--- config.mk ---
export PLATFORM = sky130hd
export DESIGN_NAME = cordic_scheduler
export DESIGN_NICKNAME = d
export VERILOG_FILES = /design/src/rtl/cordic_scheduler.sv
export SDC_FILE = /design/constraint.sdc
export NUM_CORES = 1
export LEC_CHECK = 0
export BUFFER_PORTS_ARGS = -buffer_cell sky130_fd_sc_hd__buf_2
export CAP_MARGIN = 5
export CORE_AREA = 3 3 131 133
export DETAILED_ROUTE_END_ITERATION = 6
export DIE_AREA = 0 0 134 136
export PLACE_DENSITY_LB_ADDON = 0.12
export SLEW_MARGIN = 25
export SYNTH_ARGS = -nofsm -noshare
export SYNTH_HDL_FRONTEND = slang
export SYNTH_SLANG_ARGS = --single-unit
--- constraint.sdc ---
create_clock -name clock -period 3.48 [get_ports clock]
set_input_delay 0.696 -clock clock [delete_from_list [all_inputs] [get_ports clock]]
set_output_delay 0.696 -clock clock [all_outputs]
set_load 0.005 [all_outputs]
--- src/rtl/cordic_scheduler.sv ---
// ----------------------------------------------------------------------------
// cordic_scheduler
//
// Shares one pipelined CORDIC core between NUM_CH requesters. A round-robin
// arbiter grants at most one channel per cycle while running, the granted
// sample is registered onto the CORDIC operand bus, and a tag shift register
// travelling alongside the core remembers which channel each operand belongs
// to so the result can be steered back with a one-hot strobe.
//
// Ports
//   clock, reset         rising-edge clock, asynchronous active-low reset
//   enable               run request (IDLE -> RUN, RUN -> DRAIN when low)
//   ch_mask              per-channel grant enable
//   req_valid/req_ready  per-channel sample handshake (req_ready is one-hot)
//   req_x/req_y/req_z    packed per-channel samples, channel k in slice k
//   cordic_xin/yin/zin   operands to the CORDIC core (zero on bubbles)
//   cordic_xout/yout/zout results from the core, CORDIC_LATENCY cycles later
//   res_valid            one-hot result strobe
//   res_x/res_y/res_z    result data, held while res_valid is zero
//   busy                 state is not IDLE
//   in_flight            operations issued but not yet delivered
// ----------------------------------------------------------------------------
module cordic_scheduler #(
  parameter int NUM_CH         = 4,
  parameter int XY_WIDTH       = 16,
  parameter int Z_INPUT_WIDTH  = 16,
  parameter int Z_OUTPUT_WIDTH = 5,
  parameter int CORDIC_LATENCY = 14
) (
  input  logic                                 clock,
  input  logic                                 reset,
  input  logic                                 enable,
  input  logic [NUM_CH-1:0]                    ch_mask,
  input  logic [NUM_CH-1:0]                    req_valid,
  output logic [NUM_CH-1:0]                    req_ready,
  input  logic [NUM_CH*XY_WIDTH-1:0]           req_x,
  input  logic [NUM_CH*XY_WIDTH-1:0]           req_y,
  input  logic [NUM_CH*Z_INPUT_WIDTH-1:0]      req_z,
  output logic signed [XY_WIDTH-1:0]           cordic_xin,
  output logic signed [XY_WIDTH-1:0]           cordic_yin,
  output logic [Z_INPUT_WIDTH-1:0]             cordic_zin,
  input  logic signed [XY_WIDTH-1:0]           cordic_xout,
  input  logic signed [XY_WIDTH-1:0]           cordic_yout,
  input  logic [Z_OUTPUT_WIDTH-1:0]            cordic_zout,
  output logic [NUM_CH-1:0]                    res_valid,
  output logic signed [XY_WIDTH-1:0]           res_x,
  output logic signed [XY_WIDTH-1:0]           res_y,
  output logic [Z_OUTPUT_WIDTH-1:0]            res_z,
  output logic                                 busy,
  output logic [$clog2(CORDIC_LATENCY+2)-1:0]  in_flight
);

  localparam int CH_W  = (NUM_CH > 1) ? $clog2(NUM_CH) : 1;
  localparam int IF_W  = $clog2(CORDIC_LATENCY + 2);
  // One extra stage covers the operand register in front of the core.
  localparam int DEPTH = CORDIC_LATENCY + 1;

  typedef enum logic [1:0] {IDLE, RUN, DRAIN} state_t;

  state_t                       state_q, state_d;
  logic [CH_W-1:0]              ptr_q, ptr_d;
  logic [IF_W-1:0]              in_flight_q, in_flight_d;
  logic signed [XY_WIDTH-1:0]   xin_q, xin_d, yin_q, yin_d;
  logic [Z_INPUT_WIDTH-1:0]     zin_q, zin_d;
  logic [DEPTH-1:0]             tag_vld_q, tag_vld_d;
  logic [CH_W-1:0]              tag_ch_q [DEPTH];
  logic [CH_W-1:0]              tag_ch_d [DEPTH];
  logic [NUM_CH-1:0]            res_valid_q, res_valid_d;
  logic signed [XY_WIDTH-1:0]   res_x_q, res_x_d, res_y_q, res_y_d;
  logic [Z_OUTPUT_WIDTH-1:0]    res_z_q, res_z_d;

  logic [NUM_CH-1:0]            eligible;
  logic [NUM_CH-1:0]            ready_c;
  logic [CH_W-1:0]              grant_idx;
  logic                         grant_any;
  logic                         transfer;
  logic                         tag_exit;
  logic [CH_W:0]                sum;
  logic [CH_W-1:0]              cand;

  assign eligible = req_valid & ch_mask;

  // FSM next state. DRAIN may return to RUN at any time; it only falls back
  // to IDLE once nothing is left in the pipe.
  always_comb begin
    state_d = state_q;
    unique case (state_q)
      IDLE:    if (enable) state_d = RUN;
      RUN:     if (!enable) state_d = DRAIN;
      DRAIN: begin
        if (enable)                   state_d = RUN;
        else if (in_flight_q == '0)   state_d = IDLE;
      end
      default: state_d = IDLE;
    endcase
  end

  // Round-robin search: ptr_q holds the first channel to consider, i.e. the
  // one after the last grant. The wrap is done by subtraction so that
  // non-power-of-two channel counts work.
  always_comb begin
    grant_idx = '0;
    grant_any = 1'b0;
    sum       = '0;
    cand      = '0;
    for (int i = 0; i < NUM_CH; i++) begin
      sum = {1'b0, ptr_q} + (CH_W+1)'(i);
      if (sum >= (CH_W+1)'(NUM_CH)) sum = sum - (CH_W+1)'(NUM_CH);
      cand = sum[CH_W-1:0];
      if (!grant_any && eligible[cand]) begin
        grant_any = 1'b1;
        grant_idx = cand;
      end
    end
    ready_c = '0;
    if (state_q == RUN && grant_any) ready_c[grant_idx] = 1'b1;
  end

  assign transfer  = (state_q == RUN) && grant_any;
  assign req_ready = ready_c;

  always_comb begin
    ptr_d = ptr_q;
    if (transfer) begin
      if (grant_idx == CH_W'(NUM_CH - 1)) ptr_d = '0;
      else                                ptr_d = grant_idx + CH_W'(1);
    end
  end

  // Operand capture; cycles without a transfer issue an all-zero bubble.
  always_comb begin
    xin_d = '0;
    yin_d = '0;
    zin_d = '0;
    if (transfer) begin
      for (int k = 0; k < NUM_CH; k++) begin
        if (grant_idx == CH_W'(k)) begin
          xin_d = req_x[k*XY_WIDTH +: XY_WIDTH];
          yin_d = req_y[k*XY_WIDTH +: XY_WIDTH];
          zin_d = req_z[k*Z_INPUT_WIDTH +: Z_INPUT_WIDTH];
        end
      end
    end
  end

  // Tag pipe: stage i lines up with the operand that entered the core i
  // cycles ago, so the last stage matches cordic_*out.
  always_comb begin
    tag_vld_d   = {tag_vld_q[DEPTH-2:0], transfer};
    tag_ch_d[0] = grant_idx;
    for (int i = 1; i < DEPTH; i++) tag_ch_d[i] = tag_ch_q[i-1];
  end

  assign tag_exit = tag_vld_q[DEPTH-1];

  always_comb begin
    res_valid_d = '0;
    res_x_d     = res_x_q;
    res_y_d     = res_y_q;
    res_z_d     = res_z_q;
    if (tag_exit) begin
      res_valid_d[tag_ch_q[DEPTH-1]] = 1'b1;
      res_x_d = cordic_xout;
      res_y_d = cordic_yout;
      res_z_d = cordic_zout;
    end
  end

  always_comb begin
    in_flight_d = in_flight_q;
    unique case ({transfer, tag_exit})
      2'b10:   in_flight_d = in_flight_q + IF_W'(1);
      2'b01:   in_flight_d = in_flight_q - IF_W'(1);
      default: in_flight_d = in_flight_q;
    endcase
  end

  always_ff @(posedge clock or negedge reset) begin
    if (!reset) begin
      state_q     <= IDLE;
      ptr_q       <= '0;
      in_flight_q <= '0;
      xin_q       <= '0;
      yin_q       <= '0;
      zin_q       <= '0;
      tag_vld_q   <= '0;
      for (int i = 0; i < DEPTH; i++) tag_ch_q[i] <= '0;
      res_valid_q <= '0;
      res_x_q     <= '0;
      res_y_q     <= '0;
      res_z_q     <= '0;
    end else begin
      state_q     <= state_d;
      ptr_q       <= ptr_d;
      in_flight_q <= in_flight_d;
      xin_q       <= xin_d;
      yin_q       <= yin_d;
      zin_q       <= zin_d;
      tag_vld_q   <= tag_vld_d;
      for (int i = 0; i < DEPTH; i++) tag_ch_q[i] <= tag_ch_d[i];
      res_valid_q <= res_valid_d;
      res_x_q     <= res_x_d;
      res_y_q     <= res_y_d;
      res_z_q     <= res_z_d;
    end
  end

  assign cordic_xin = xin_q;
  assign cordic_yin = yin_q;
  assign cordic_zin = zin_q;
  assign res_valid  = res_valid_q;
  assign res_x      = res_x_q;
  assign res_y      = res_y_q;
  assign res_z      = res_z_q;
  assign busy       = (state_q != IDLE);
  assign in_flight  = in_flight_q;

endmodule

* Word level (Yosys, flattened, before mapping)
Cells that the tools add are included.
** Storage, ports and cells
- Flip-flop bits (word level) :: 142
- Input port bits :: 240
- Output and inout bits :: 98
- Word-level logic and storage cells :: 122
** Cells by class
- Add/subtract/negate cells :: 10
- $lt $le $gt $ge :: 12
- Equality and inequality tests :: 10
- Muxes and demuxes :: 48
- Bitwise gates (word level) :: 1
- Reductions and logical operators :: 15
** Operator list (count)
- $mux W16 :: 15
- $mux W2 :: 13
- $lt A2 B3 Y1 const B :: 6
- $mux W1 :: 10
- $ge A3 B3 Y1 const B :: 3
- $bmux W1 S2 :: 4
- $eq A2 B2 Y1 const B :: 4
- $mux W4 :: 2
- $pmux W4 S2 :: 1
- $sub A2 B1 Y2 const B :: 4
- $add A2 B2 Y3 const B :: 2
- $eq A2 B1 Y1 const B :: 3
- $logic_and A1 B1 Y1 :: 6
- $pmux W2 S3 :: 1
- $add A4 B1 Y4 const B :: 1
- $and A4 B4 Y4 :: 1
- $demux W1 S2 :: 2
- $ge A2 B1 Y1 const B :: 2
- $logic_not A2 Y1 :: 2
- $logic_not A4 Y1 :: 1
- $ne A2 B2 Y1 const B :: 2
- $reduce_bool A2 Y1 :: 2
- $sub A4 B1 Y4 const B :: 1
- $add A2 B1 Y3 const B :: 1
- 5 further kinds :: 7

* Depth between registers and ports, before layout
Gate-level depths: netlist (run 1).
- Depth in word-level cells :: 20
- Gate-level depth with buffers :: 12
- Depth with buffers taken out :: 10

* Worst setup path after synthesis (run 1)
No wires, ideal clock.
- Path type :: in2out
- Start point :: input port req_valid[1]
- End point :: output port req_ready[3]
- Arrival time :: 2.284 ns
- Data required time :: 2.784 ns
- Path slack :: 0.500 ns
- Stages on the path :: 9
- Buffers on the path :: 3
- Path through :: nand2_1 > or3b_2 > o211ai_1 > nor2b_1 > ha_1 > buf_2 > buf_2 > clkbuf_1 > and2_1
** Between the ends
- Cells in the longest elaborated chain, start to end :: 18
- Elaborated cells between the ends (all ways) :: 30
- Classes of those cells :: 2 x order compare; 19 x mux; 1 x bitwise; 8 x reduce/logical
** RTL lines
- start: declaration :: line 34 : input logic [NUM_CH-1:0] req_valid,
- $and A4 B4 Y4 (*) :: line 81 : assign eligible = req_valid & ch_mask;
- $bmux W1 S2 :: line 110 : if (!grant_any && eligible[cand]) begin
- $mux W1 (not written as such) :: line 110
- $mux W1 :: line 110
- $logic_not A1 Y1 :: line 110
- $logic_and A1 B1 Y1 :: line 110
- $mux W1 :: line 110
- $logic_not A1 Y1 :: line 110
- [3 not listed]
- $logic_and A1 B1 Y1 :: line 110
- $mux W2 (*) :: line 110
- named net grant_idx[0] :: line 74 : logic [CH_W-1:0] grant_idx;
- $lt A2 B3 Y1 (not written as such) / $ge A2 B1 Y1 (equally long branches) :: line 116 : if (state_q == RUN && grant_any) ready_c[grant_idx] = 1'b1;
- $logic_and A1 B1 Y1 (not written as such) :: line 116
- $mux W1 (not written as such) :: line 116
- $demux W1 S2 (*) :: line 116
- $mux W4 (*) :: line 116
- end: declaration :: line 35 : output logic [NUM_CH-1:0] req_ready,
Mark *: on every way through the listed nets, which the timed path passes. The rest lies on a longest branch. The select of a mux whose other input is x is not followed.

* Worst setup path in the final report (run 1)
- Start point :: register ptr_q[1]
- End point :: output port req_ready[1]
** Between the ends
- Cells in the longest elaborated chain, start to end :: 19
- Elaborated cells between the ends (all ways) :: 44
- Classes of those cells :: 7 x add/sub; 6 x order compare; 23 x mux; 8 x reduce/logical
** RTL lines
- start: declaration :: line 61 : logic [CH_W-1:0] ptr_q, ptr_d;
- start signal: assignment :: line 194 : ptr_q <= ptr_d;
- branches (longest 13 deep; another with $add A2 B1 Y3)
- $mux W2 (*) :: line 110
- named net grant_idx[0] :: line 74
- $lt A2 B3 Y1 (not written as such) / $ge A2 B1 Y1 (equally long branches) :: line 116
- $logic_and A1 B1 Y1 (not written as such) :: line 116
- $mux W1 (not written as such) :: line 116
- $demux W1 S2 (*) :: line 116
- $mux W4 (*) :: line 116
Mark *: on every way through the listed nets, which the timed path passes. The select of a mux whose other input is x is not followed.

==> flow_summary.json, run 1 <==
{
  "final_antenna_net_count": 0,
  "cp-end-kind": "output pin",
  "syn_to_final_growth_pct": 38.6,
  "clk_pin_slew_ps": 70,
  "die_width_um": 134,
  "rsz0062_at_grt": "false",
  "hold_ws_ps": 332,
  "synth-compound-area-share_pct": 22.6,
  "drtIter0Drc": 253,
  "synthXorXnorAreaFrac_pct": 0.682,
  "fin_util_pct": 55.8,
  "max_freq_mhz": 318,
  "dpl_cell_area_sq_um": 8300,
  "clockRootBuffer": "clkbuf_16",
  "met2_length_mm": 9.85,
  "synth.area.top_cells": "dfrtp_1 55%, a221oi_2 7.0%, mux2_2 7.0%",
  "drt-vias-per-instance": 5.06,
  "setup_viol": 0,
  "worstSkewPairLatency_ps": 410,
  "dp_hpwl_mm": 14.7,
  "synth_seq_cells": 142,
  "routabilityCongestion": 0.829,
  "p_per_area_nw_per_um2": 684,
  "fin_crit_sh_pct": 90.4,
  "power.total_mw": 6.09,
  "layout-drive-gt1-share_pct": 56.3,
  "boundaryPins": 338,
  "hp-class": "in2async",
  "crit_chain": "nand3_1 -> a21boi_0 -> o211ai_1 -> nor2b_1 -> ha_2 -> and2_1 -> buf_2",
  "slew_viol_final": 0,
  "die_area_sq_um": 18200,
  "cts_resized": 0,
  "syn-cell-area_sq_um": 6420,
  "synth_common_cells": "142 x dfrtp_1, 54 x nand2_1, 49 x inv_1, 47 x a211o_1, 40 x mux2_2",
  "grt_pass1_wl_mm": 29.5,
  "die_height_um": 136,
  "io_buffers": 337,
  "fin_area_sq_um": 8900,
  "vias": 5450,
  "critPathArrivalTime_ps": 2450,
  "ys_seq_area_share_pct": 55.3,
  "tightest_slew_ps": 774,
  "critPathMaxFanout": 12,
  "min_period_ps": 3140,
  "synthSimpleGateAreaFrac_pct": 5.98,
  "synthAdderAreaFrac_pct": 1.36,
  "clock_skew_ps": 14.5,
  "stdcell_count": 1077,
  "synth.net_count": 772,
  "synth_top_family_by_area": "compound AO/OA/AOI/OAI gates",
  "syn_avg_cell_area_sq_um": 12.2,
  "hold_buffers": 0,
  "synth-async-reset-ratio_pct": 100,
  "clock-sinks": 142,
  "coreArea_sq_um": 15900,
  "cts_setup_buffers": 0,
  "cts_htree_levels": 4,
  "drc": 0,
  "cts_tree": "yes",
  "nNetsFinal": 1094,
  "m1WireLength_mm": 7.53,
  "leakage_nw": 4.62,
  "row_count": 46,
  "grt-ovfl-total": 0,
  "hold_violations": 0,
  "fin_ws_ps": 336,
  "drt_wl_total_mm": 19.5,
  "grt_use_total_pct": 20.8,
  "crit_required_ps": 2780,
  "synthFlopType": "dfrtp_1",
  "synth_area_leader_cell": "dfrtp_1",
  "relSlewSlack_pct": 48.4,
  "synthCells": 525,
  "cpMaxStageDelayCell": "ha_2",
  "cts.path.max_buffers": 2,
  "ir_drop_v": 0.000365,
  "grt_pass1_vias": 5655,
  "wl_met3_mm": 1.77,
  "crit_type": "reg2out",
  "max-cap-violations": 0,
  "netlist.area_leader.share_pct": 55.3,
  "cp-start-kind": "flop",
  "ys_warn_count": 0,
  "synthMuxAreaShare_pct": 7.17,
  "synth.most_common_cell": "dfrtp_1",
  "cpPeakStageDelay_ps": 490,
  "initial_core_util_pct": 40.3,
  "grt_max_degree": 87,
  "antenna_found_initial": 0,
  "place_inst": 1044,
  "synth_edf_count": 0,
  "topRoutingLayerUsed": "met4",
  "ys_types": 42,
  "setup_tns_ps": 0,
  "wl_per_cell_um": 18.1,
  "drt_pass1_iterations": 6,
  "pre_cts_ws_ps": 188,
  "outcome": "completed",
  "cts_buffers": 17
}
-- per-layer routing --
metal	vias to the layer above	track usage (%)
li1	2526	-
met1	2629	23.8
met2	265	36.4
met3	30	7.07
met4	0	7.60
met5	-	0
-- layout by cell type, fill, tap and decap left out, types with 17 or more instances in the layout --
cell type,count
a221oi_1,17
nand2_1,54
inv_1,49
a21oi_2,28
dfrtp_1,142
a21oi_1,25
buf_2,336
mux2_2,40
a211o_1,47
clkbuf_16,17
a221oi_2,30
-- power by group --
group	internal [mW]	switching [mW]	total, mW
logic	1.01	1.05	2.05
clock network	1.11	0.725	1.83
registers	2.03	0.177	2.20
total	4.14	1.95	6.09
-- critical path: cells and delay by family (launching register included) --
family | cells | cell delay, ps
simple gates | 3 | 600
fa+ha+maj | 1 | 490
flops | 1 | 450
compound gates | 2 | 380
buf+inv | 1 | 110
-- flip-flops by register name, indices dropped and copies added, names as in the netlist --
signal,flops
tag_vld_q,15
in_flight,4
tag_ch_d,28
res_valid,4
cordic_zin,16
tag_ch_q,2
cordic_yin,16
res_z,5
state_q,2
cordic_xin,16
res_x,16
res_y,16
ptr_q,2
-- final cells by class --
cell class	instances	area [sq um]
clock buffers	19	453
multi-input cells	290	2460
well taps	216	270
fillers	1391	7040
repair buffers	347	1830
diodes	1	2.50
clock inverters	13	150
flip-flops and latches	142	3550
inverters	49	184
-- worst paths after layout --
check,startpoint,endpoint,slack [ps],cells past startpoint
worst max-delay path,ptr_q[1],req_ready[1],340,7
worst min-delay path,reset,res_y[1],330,1
worst max register to register,ptr_q[1],cordic_zin[4],610,10
worst min register to register,tag_ch_d[27],tag_ch_d[25],340,0
max in group asynchronous,reset,tag_vld_q[10],2310,2
min in group clock,tag_ch_d[27],tag_ch_d[25],340,0
-- kinds of logic after synthesis --
logic type                 after synthesis
AOI/OAI and AO/OA                      157
DFF                                    142
buffers and inverters                   93
and+or+nand+nor                         80
muxes                                   41
adders and majority gates                7
xor gates and xnor gates                 5
(Power assumes the default switching activity.)
==> run 2, diff against run 1 <==
RECOVER_POWER = 25   (was not set)
==> run 2 against run 1 <==
The run now ends with capacitance limit, slew limit left. Sequential cell count stayed put. Sequential share of layout area hardly changed. Routed wire length hardly changed. Global-route usage stayed put. Largest cell class unchanged.
==> flow_summary.json, run 2 (synthesis results as in run 1) <==
{
  "die_height_um": 136,
  "crit_type": "reg2out",
  "cpMaxStageDelayCell": "ha_2",
  "hold_start": "tag_ch_d[27]",
  "nNetsFinal": 1094,
  "cts_buffers": 17,
  "max-cap-violations": 1,
  "mostFrequentLayoutCells": "336 x buf_2, 142 x dfrtp_1, 54 x nand2_1",
  "antenna_found_initial": 0,
  "combPwrFrac_pct": 33.7,
  "cts_tree": "yes",
  "setup_viol": 0,
  "seq_power_share_pct": 36.2,
  "die_width_um": 134,
  "hp-class": "reg2reg",
  "cts_htree_levels": 4,
  "leakage_nw": 4.62,
  "grt_pass1_vias": 5655,
  "r2r_cells": 10,
  "layout-drive-gt1-share_pct": 56.3,
  "holdPathEnd": "tag_ch_d[25]",
  "critPathMaxFanout": 12,
  "row_count": 46,
  "swShare_pct": 32.0,
  "clockRootBuffer": "clkbuf_16",
  "fin_util_pct": 55.8,
  "vias": 5454,
  "drt_pass1_iterations": 6,
  "relSlewSlack_pct": -40.3,
  "crit_family": "simple AND/OR/NAND/NOR gates",
  "switching_power_mw": 1.95,
  "grt_use_total_pct": 20.8,
  "cts.path.max_buffers": 2,
  "clk_pin_slew_ps": 70,
  "cp-end-kind": "output pin",
  "violations": "capacitance limit, slew limit",
  "die_area_sq_um": 18200,
  "syn_to_final_growth_pct": 38.5,
  "final_common_cell": "buf_2",
  "wl_per_cell_um": 18.1,
  "largest_register_ffs": 28,
  "hold_depth": 0,
  "slew_viol_final": 86,
  "hold_buffers": 0,
  "outcome": "complete, but fails checks",
  "final_antenna_net_count": 0,
  "clock-sinks": 142,
  "fin_crit_sh_pct": 90.3,
  "grt_max_degree": 87,
  "setup_tns_ps": 0,
  "io_buffers": 337,
  "drt-vias-per-instance": 5.06,
  "power.total_mw": 6.09,
  "cts_resized": 0,
  "hold_ws_ps": 342,
  "reg2reg_slack_ps": 610,
  "routabilityCongestion": 0.829,
  "cpPeakStageDelay_ps": 490,
  "worstReg2RegEnd": "cordic_zin[4]",
  "coreArea_sq_um": 15900,
  "cp-start-kind": "flop",
  "rsz0062_at_grt": "false",
  "critPathArrivalTime_ps": 2450,
  "max_freq_mhz": 318,
  "stdcell_count": 1077,
  "drtIter0Drc": 253,
  "drt_wl_total_mm": 19.5,
  "cp.buffers_inverters": 1,
  "crit_chain": "nand3_1 -> a21boi_0 -> o211ai_1 -> nor2b_1 -> ha_2 -> and2_1 -> buf_2",
  "drc": 0,
  "timing.rr.start": "ptr_q[1]",
  "place_inst": 1044,
  "clock_skew_ps": 14.5,
  "initial_core_util_pct": 40.3,
  "worstSkewPairLatency_ps": 410,
  "grt-ovfl-total": 0,
  "ir_drop_v": 0.000364,
  "grt_pass1_wl_mm": 29.5,
  "hold_violations": 0,
  "crit_required_ps": 2780,
  "p_int_mw": 4.14,
  "min_period_ps": 3140,
  "boundaryPins": 338,
  "p_per_area_nw_per_um2": 685,
  "cts_setup_buffers": 0,
  "clkPwrFrac_pct": 30.1,
  "dp_hpwl_mm": 14.7,
  "tightest_slew_ps": 2100
}
==> run 2: through the flow <==
stage | area [sq um] | worst slack, ps
floorplan | 6420 | 500
global placement | 8300 | 288
detailed placement | 8300 | 188
CTS | 8900 | 281
global route | 8890 | 107
finish | 8900 | 338
==> run 2: worst max path at each step <==
stage	cells after the start	to	slack [ps]	start
finish	7	req_ready[1]	340	ptr_q[1]
global route	7	req_ready[1]	110	ptr_q[1]
CTS	7	req_ready[1]	280	ptr_q[1]
detailed placement	11	cordic_zin[4]	190	ch_mask[0]
global placement	11	cordic_zin[4]	290	req_valid[1]
floorplan	9	req_ready[3]	500	req_valid[1]
==> run 2: layout make-up <==
cell class,instances,area [sq um]
fill,1393,7050
clock inverter,13,150
antenna,1,2.50
sequential,142,3550
clock buffer,19,453
timing repair buffer,347,1820
inverter,49,184
multi-input combinational,290,2460
tap,216,270
==> run 2: routing by layer <==
metal	wire [um]	part of all wire, %	vias up	GRT usage (%)
met1	7530	39	2629	23.8
met4	354	1.8	0	7.60
met3	1780	9.1	30	7.07
met5	0	0	-	0
met2	9850	50	269	36.4
li1	-	-	2526	-
==> run 2: power groups by stage <==
stage	combinational, mW	clock [mW]	sequential [mW]
floorplan	1.35	0	2.23
global placement	2.02	0	2.22
detailed placement	2.07	0	2.24
CTS	2.08	1.88	2.21
global route	2.24	1.97	2.25
finish	2.05	1.83	2.21
==> run 3, diff against run 2 <==
clock period = 3.4 ns   (was 3.48 ns; I/O delays follow)
==> run 3 against run 2 <==
The flow still finishes with violations (capacitance limit, slew limit). Cell count rose by 0.28%. First-iteration DRC count is 12% lower. Sequential cell count did not move. Critical path depth did not move.
==> flow_summary.json, run 3 (synthesis results as in run 1) <==
{
  "cpPeakStageDelay_ps": 440,
  "crit_required_ps": 2720,
  "fin_util_pct": 56.0,
  "fin_ws_ps": 388,
  "ir_drop_v": 0.000375,
  "drt_pass1_iterations": 4,
  "hold_start": "tag_ch_d[5]",
  "nNetsFinal": 1096,
  "cts_htree_levels": 4,
  "cts_setup_buffers": 0,
  "violations": "capacitance limit, slew limit",
  "cts_buffers": 17,
  "crit_chain": "nand3_1 -> a21boi_0 -> o211ai_1 -> nor2b_1 -> ha_2 -> and2_1 -> buf_2",
  "wl_per_cell_um": 18.2,
  "coreArea_sq_um": 15900,
  "die_width_um": 134,
  "cpMaxStageDelayCell": "dfrtp_1",
  "boundaryPins": 338,
  "die_height_um": 136,
  "initial_core_util_pct": 40.3,
  "fin_crit_sh_pct": 88.6,
  "layout-drive-gt1-share_pct": 56.4,
  "antenna_found_initial": 2,
  "drc": 0,
  "critPathMaxFanout": 8,
  "mostFrequentLayoutCells": "336 x buf_2, 142 x dfrtp_1, 54 x nand2_1",
  "max-cap-violations": 1,
  "critPathArrivalTime_ps": 2330,
  "grt_pass1_wl_mm": 29.8,
  "power.total_mw": 6.25,
  "hold_buffers": 0,
  "outcome": "complete, but fails checks",
  "grt_pass1_vias": 5752,
  "pre_cts_ws_ps": 370,
  "p_per_area_nw_per_um2": 700,
  "setup_tns_ps": 0,
  "clockRootBuffer": "clkbuf_16",
  "max_freq_mhz": 332,
  "slew_viol_final": 76,
  "final_antenna_net_count": 0,
  "cts.path.max_buffers": 2,
  "grt-ovfl-total": 0,
  "tightest_slew_ps": 1930,
  "setup_viol": 0,
  "row_count": 46,
  "hold_ws_ps": 345,
  "rsz0062_at_grt": "false",
  "timing.rr.start": "ptr_q[1]",
  "grt_max_degree": 77,
  "hp-class": "reg2reg",
  "routabilityCongestion": 0.871,
  "cts_tree": "yes",
  "cts_resized": 0,
  "clock_skew_ps": 9.25,
  "grt_use_total_pct": 21.1,
  "worstSkewPairLatency_ps": 410,
  "crit_type": "reg2out",
  "cp-end-kind": "output pin",
  "drtIter0Drc": 222,
  "hold_violations": 0,
  "vias": 5426,
  "clk_pin_slew_ps": 70,
  "drt_wl_total_mm": 19.6,
  "io_buffers": 337,
  "relSlewSlack_pct": -28.5,
  "startpoint": "ptr_q[1]",
  "largest_register_ffs": 28,
  "cp-start-kind": "flop",
  "drt-vias-per-instance": 5.02,
  "dp_hpwl_mm": 15.0,
  "min_period_ps": 3010,
  "final_common_cell": "buf_2",
  "leakage_nw": 4.63,
  "clock-sinks": 142,
  "die_area_sq_um": 18200,
  "syn_to_final_growth_pct": 38.9
}
==> run 3: metrics by stage <==
step,instance area (sq um),instances
global route,8920,1080
finish,8920,1080
CTS,8920,1078
detailed placement,8310,1046
floorplan,6420,525
global placement,8310,1046
==> run 3: layout make-up <==
cell class | count | area [sq um]
antenna | 2 | 5.00
clock buffer | 20 | 467
clock inverter | 12 | 144
fill | 1394 | 7020
inverter | 49 | 184
multi-input combinational | 290 | 2460
sequential | 142 | 3550
tap | 216 | 270
timing repair buffer | 349 | 1840
==> run 3: critical path: cells and delay by family, from the launching register on <==
family | cells | cell delay, ps
adder cells (fa/ha/maj) | 1 | 410
AO/OA/AOI/OAI | 2 | 340
buffers and inverters | 1 | 120
flip-flops | 1 | 440
AND/OR/NAND/NOR | 3 | 610
==> run 3: power by group <==
| group | leakage (nW) | switching (mW) | internal, mW |
|---|---|---|---|
| combinational | 2.53 | 1.07 | 1.03 |
| sequential | 1.80 | 0.181 | 2.08 |
| clock | 0.296 | 0.738 | 1.16 |
==> run 3: worst paths after layout <==
kind | to | slack, ps | depth (start not counted)
max | req_ready[1] | 390 | 7
min | tag_ch_d[3] | 340 | 0
max reg2reg | cordic_xin[12] | 750 | 9
min reg2reg | tag_ch_d[3] | 340 | 0
max in group asynchronous | cordic_zin[2] | 1450 | 2
min in group asynchronous | res_y[1] | 800 | 1
==> run 3: metal layers <==
layer / wire length [um] / track usage [%]
met5: 0 / 0
met4: 450 / 7.31
met3: 1770 / 7.92
met2: 9830 / 36.7
met1: 7590 / 24.0
